--- src/rtl/mux_pkg.sv ---
// Shared types and helpers for the registered scanning channel multiplexer.
package mux_pkg;

    typedef enum logic [1:0] {
        ST_IDLE = 2'd0,
        ST_MAN  = 2'd1,
        ST_SCAN = 2'd2
    } state_e;

    function automatic int clog2(input int value);
        int r;
        r = 0;
        while ((1 << r) < value) begin
            r = r + 1;
        end
        return r;
    endfunction

endpackage

--- src/rtl/scan_counter.sv ---
// Round-robin channel pointer with per-channel dwell counter and a pending-wrap flag
// that marks the first channel-0 output following channel N-1.
module scan_counter
    import mux_pkg::*;
#(
    parameter int N     = 8,
    parameter int DWELL = 4,
    localparam int SELW = clog2(N)
) (
    input  logic            clk,
    input  logic            rst,
    input  logic            run,
    input  logic            clear,
    output logic [SELW-1:0] ch,
    output logic            wrap_next
);

    localparam int DCW = clog2(DWELL + 1);
    localparam logic [SELW-1:0] CH_LAST = SELW'(N - 1);
    localparam logic [DCW-1:0]  DC_LAST = DCW'(DWELL - 1);

    logic [SELW-1:0] ch_q, ch_d;
    logic [DCW-1:0]  dcnt_q, dcnt_d;
    logic            wrap_pend_q, wrap_pend_d;

    always_comb begin
        ch_d        = ch_q;
        dcnt_d      = dcnt_q;
        wrap_pend_d = wrap_pend_q;
        if (clear) begin
            ch_d        = '0;
            dcnt_d      = '0;
            wrap_pend_d = 1'b0;
        end else if (run) begin
            // The pending flag is consumed by the output produced this cycle.
            wrap_pend_d = 1'b0;
            if (dcnt_q == DC_LAST) begin
                dcnt_d = '0;
                if (ch_q == CH_LAST) begin
                    ch_d        = '0;
                    wrap_pend_d = 1'b1;
                end else begin
                    ch_d = ch_q + SELW'(1);
                end
            end else begin
                dcnt_d = dcnt_q + DCW'(1);
            end
        end
    end

    always_ff @(posedge clk or posedge rst) begin
        if (rst) begin
            ch_q        <= '0;
            dcnt_q      <= '0;
            wrap_pend_q <= 1'b0;
        end else begin
            ch_q        <= ch_d;
            dcnt_q      <= dcnt_d;
            wrap_pend_q <= wrap_pend_d;
        end
    end

    assign ch        = ch_q;
    assign wrap_next = wrap_pend_q;

endmodule

--- src/rtl/mux_scan_seq.sv ---
// Registered N:1 channel mux with manual-select and round-robin auto-scan modes.
module mux_scan_seq
    import mux_pkg::*;
#(
    parameter int N     = 8,
    parameter int WIDTH = 1,
    parameter int DWELL = 4,
    localparam int SELW = clog2(N)
) (
    input  logic               clk,
    input  logic               rst,
    input  logic               en,
    input  logic               mode,
    input  logic [SELW-1:0]    sel,
    input  logic [N*WIDTH-1:0] d,
    output logic [WIDTH-1:0]   out,
    output logic [SELW-1:0]    out_ch,
    output logic               out_valid,
    output logic               wrap
);

    state_e state_q, state_d;

    logic [WIDTH-1:0] chan [N];
    logic [SELW-1:0]  scan_ch;
    logic             scan_wrap_next;
    logic             scan_run;
    logic             scan_clear;
    logic             sel_ok;

    logic [WIDTH-1:0] out_q, out_d;
    logic [SELW-1:0]  out_ch_q, out_ch_d;
    logic             valid_q, valid_d;
    logic             wrap_q, wrap_d;

    for (genvar gi = 0; gi < N; gi++) begin : g_chan
        assign chan[gi] = d[gi*WIDTH +: WIDTH];
    end

    // Out-of-range selects only exist when N does not fill the index space.
    if ((1 << SELW) == N) begin : g_sel_full
        assign sel_ok = 1'b1;
    end else begin : g_sel_part
        assign sel_ok = (sel <= SELW'(N - 1));
    end

    always_comb begin
        state_d = ST_IDLE;
        if (en) begin
            state_d = mode ? ST_SCAN : ST_MAN;
        end
    end

    // Scan progress is cleared once on entry to manual mode so the next scan starts at channel 0.
    assign scan_run   = (state_d == ST_SCAN);
    assign scan_clear = (state_d == ST_MAN) && (state_q != ST_MAN);

    scan_counter #(
        .N     (N),
        .DWELL (DWELL)
    ) u_scan_counter (
        .clk       (clk),
        .rst       (rst),
        .run       (scan_run),
        .clear     (scan_clear),
        .ch        (scan_ch),
        .wrap_next (scan_wrap_next)
    );

    always_comb begin
        out_d    = out_q;
        out_ch_d = out_ch_q;
        valid_d  = 1'b0;
        wrap_d   = 1'b0;
        case (state_d)
            ST_MAN: begin
                out_ch_d = sel;
                if (sel_ok) begin
                    out_d   = chan[sel];
                    valid_d = 1'b1;
                end else begin
                    out_d = '0;
                end
            end
            ST_SCAN: begin
                out_d    = chan[scan_ch];
                out_ch_d = scan_ch;
                valid_d  = 1'b1;
                wrap_d   = scan_wrap_next;
            end
            default: begin
            end
        endcase
    end

    always_ff @(posedge clk or posedge rst) begin
        if (rst) begin
            state_q  <= ST_IDLE;
            out_q    <= '0;
            out_ch_q <= '0;
            valid_q  <= 1'b0;
            wrap_q   <= 1'b0;
        end else begin
            state_q  <= state_d;
            out_q    <= out_d;
            out_ch_q <= out_ch_d;
            valid_q  <= valid_d;
            wrap_q   <= wrap_d;
        end
    end

    assign out       = out_q;
    assign out_ch    = out_ch_q;
    assign out_valid = valid_q;
    assign wrap      = wrap_q;

endmodule

--- config.mk ---
export PLATFORM = sky130hd
export DESIGN_NAME = mux_scan_seq
export DESIGN_NICKNAME = d
export VERILOG_FILES = /design/src/rtl/mux_pkg.sv /design/src/rtl/scan_counter.sv /design/src/rtl/mux_scan_seq.sv
export SDC_FILE = /design/constraint.sdc
export NUM_CORES = 1
export LEC_CHECK = 0
export ABC_AREA = 1
export BUFFER_PORTS_ARGS = -buffer_cell sky130_fd_sc_hd__clkbuf_2
export CAP_MARGIN = 10
export CORE_MARGIN = 2
export CORE_UTILIZATION = 50
export DETAILED_ROUTE_END_ITERATION = 12
export PLACE_DENSITY = 0.77
export SETUP_SLACK_MARGIN = 0.1
export SYNTH_ARGS = -nofsm -noshare
export SYNTH_HDL_FRONTEND = slang
export SYNTH_SLANG_ARGS = --single-unit
--- constraint.sdc ---
create_clock -name clk -period 1.3 [get_ports clk]
set_input_delay 0.13 -clock clk [delete_from_list [all_inputs] [get_ports clk]]
set_output_delay 0.13 -clock clk [all_outputs]
set_load 0.1 [all_outputs]
==> reports/results.tsv <==
stage	metric	value	unit
status	status	complete, no violations	
floorplan	initial_core_util	54.1	%
sta	setup_viol	0	
setup_path	arrival	1.34	ns
pwr	ir_drop	0.831	mV
yosys	synth_area	825	um^2
drt	vias	759	
hold_path	min_path_type	in -> reg	
floorplan	die_h	44.6	um
clock_network	path_clk_slew	0.10	ns
layout	area_growth	24.4	%
pwr	p_per_area	1570	nW/um^2
setup_path	max_stage_delay	0.45	ns
clock_network	numCtsBuffers	3	
sta	finalMaxSlewViolations	0	
flow_run	drv_cap	0	
drt	ant_nets	0	
yosys	syn-num-nets	120	
setup_path	worstSetupEndpointType	register	
sta	setup_tns	0	ns
global_routing	antenna_found_initial	0	
global_routing	grt-ovfl-total	0	
yosys	ys_types	21	
setup_path	path_buf_inv	0	
floorplan	core	1520	um^2
sta	setup_ws	0.141	ns
yosys	synth_seq_area_share	45.5	%
pwr	p_leak	0.536	nW
yosys	synth-edff-count	0	
sta	fin_hold_ws	0.0791	ns
layout	fill_cells	126	
layout	drive_above_1_share	32.0	%
clock_network	clock_latency	0.29	ns
global_routing	grt_pass1_vias	668	
setup_path	cp_slowest_cell	dfrtp_2	
clock_network	clock_path_buffers	2	
sta	worst_pin_slew	0.550	ns
drt	first_iter_violations	28	
drt	wl	1700	um
setup_path	required	1.48	ns
drt	first_pass_iters	4	
floorplan	die_x	44.6	um
layout	final_nets	147	
sta	hold_viol	0	
drt	drc_errors	0	
floorplan	dieArea	1990	um^2
layout	final_core_util	67.3	%
setup_path	worst_setup_path_start_kind	register	
clock_network	cts_tree	yes	
yosys	synth-async-reset-ratio	100	%
sta	relSlewSlack	63.3	%
yosys	synth_area_per_cell	8.08	um^2
placement	finalWeightedCongestion	0.817	
yosys	synthCells	102	
setup_path	crit_chain	ha_2, ha_1, nand3_1, o21ai_0	
setup_path	worstSetupPathType	reg -> reg	
drt	via_per_inst	5.27	
sta	period_needed	1.16	ns
placement	io_buffers	20	
clock_network	cts.sinks	15	
sta	fin_crit_sh	89.1	%
sta	skew	0.00178	ns
drt	routedWlPerCell	11.8	um
global_routing	grt_pass1_wl	2820	um
layout	insertedDiodeCount	0	
clock_network	cts_root_buf	clkbuf_4	
setup_path	critical_path.max_fanout	5	
global_routing	grt_max_degree	16	
sta	max_freq	0.863	GHz
sta	rsz0062_at_grt	yes	
placement	pre_cts_ws	0.120	ns
yosys	yosysWarnings	0	
yosys	ys.flop_type	dfrtp_1	
floorplan	fp-row-count	14	
global_routing	grt_use_total	19.4	%
setup_path	critical-path-top-delay-family	flip-flops	
clock_network	htree_levels	1	
yosys	ys_ff_latch	15	
floorplan	num_io_pins	21	
placement	dp_hpwl	1250	um
==> power by group <==
part | internal (mW) | switching (mW)
clock | 0.117 | 0.164
sequential | 0.561 | 0.0763
combinational | 0.205 | 0.487
total | 0.883 | 0.727
==> final timing paths <==
| kind | depth (start not counted) | slack (ns) | endpoint | startpoint |
|---|---|---|---|---|
| max | 4 | 0.14 | u_scan_counter.ch[2] | u_scan_counter.ch[0] |
| min | 2 | 0.08 | state_q[0] | mode |
| max reg2reg | 4 | 0.14 | u_scan_counter.ch[2] | u_scan_counter.ch[0] |
| min reg2reg | 1 | 0.50 | u_scan_counter.dcnt_q[0] | u_scan_counter.dcnt_q[0] |
| max in group asynchronous | 3 | 0.50 | u_scan_counter.ch[0] | rst |
| min in group asynchronous | 3 | 0.41 | out_valid | rst |
==> cell families (layout without fill, tap and decap cells) <==
group,after synthesis,count (layout),synth area share (%)
AOI/OAI and AO/OA,11,11,9.71
adders and majority gates,3,3,4.55
buffers and inverters,17,43,8.65
DFF,15,15,45.5
and+or+nand+nor,56,56,31.6
==> worst register-to-register path, cell delays in order, from the launching register on <==
cell     delay, ns
dfrtp_2       0.45
ha_2          0.19
ha_1          0.26
nand3_1       0.07
o21ai_0       0.08
==> sequential cells by signal (all words and copies together), names as in the netlist <==
signal                    count
out_valid                     1
u_scan_counter.dcnt_q         3
state_q                       2
u_scan_counter.ch             3
u_scan_counter.wrap_next      1
out                           1
out_ch                        3
wrap                          1
==> cells in the mapped netlist (2+ instances only) <==
cell type   n  area share, %
nand3_1    16            9.7
inv_1      13            5.9
dfrtp_1    15             46
nor2_1      5            2.3
o221ai_1    2            2.1
inv_2       2           0.91
nand2_1    29             13
nor2_4      2            2.7
o21ai_0     3            1.8
ha_1        3            4.6
a21oi_1     2            1.2
==> cell type report <==
cell class | count | area (um^2) | share of cell area (%)
clock buffers | 3 | 22.5 | 2.20
clock inverters | 1 | 7.51 | 0.732
multi-input cells | 70 | 390 | 38.0
repair buffers | 24 | 150 | 14.6
inverters | 15 | 56.3 | 5.49
well taps | 16 | 20.0 | 1.95
flip-flops and latches | 15 | 379 | 37.0
==> metrics by stage <==
| stage | area, um^2 | cells | total power [mW] |
|---|---|---|---|
| global route | 1030 | 144 | 1.72 |
| detailed placement | 945 | 136 | 1.29 |
| CTS | 997 | 142 | 1.57 |
| finish | 1030 | 144 | 1.61 |
| global placement | 945 | 136 | 1.27 |
| floorplan | 827 | 102 | 1.14 |
==> per-layer routing <==
layer  vias to the layer above  routed length [um]  GRT usage [%]
met5                         -                   0              0
met1                       347                 755           26.6
met4                         0                  29           6.06
met3                         4                  86           3.27
met2                        24                 828           31.3
li1                        384                   -              -
==> layout by cell type (no fill, tap or decap), drive strengths merged <==
cell type    instances
ha                   3
clkinvlp             1
nor2                 8
o221ai               2
dlygate4sd3          2
a211o                1
a21oi                2
nand2               31
o31ai                1
o21ai                5
inv                 15
clkbuf              18
nand4                1
nand3               16
buf                  7
dfrtp               15
==> what timing repair did <==
| item | in CTS | in global routing |
|---|---|---|
| pin swaps | 0 | 3 |
| cloned | 0 | 0 |
| resized for setup | 1 | 7 |
| hold endpoints to repair | 16 | 0 |
| buffers inserted | 0 | 2 |
| setup endpoints to repair | 1 | 4 |
| hold buffers | 2 | 0 |
Note: power is estimated with default switching activity, not from simulation.
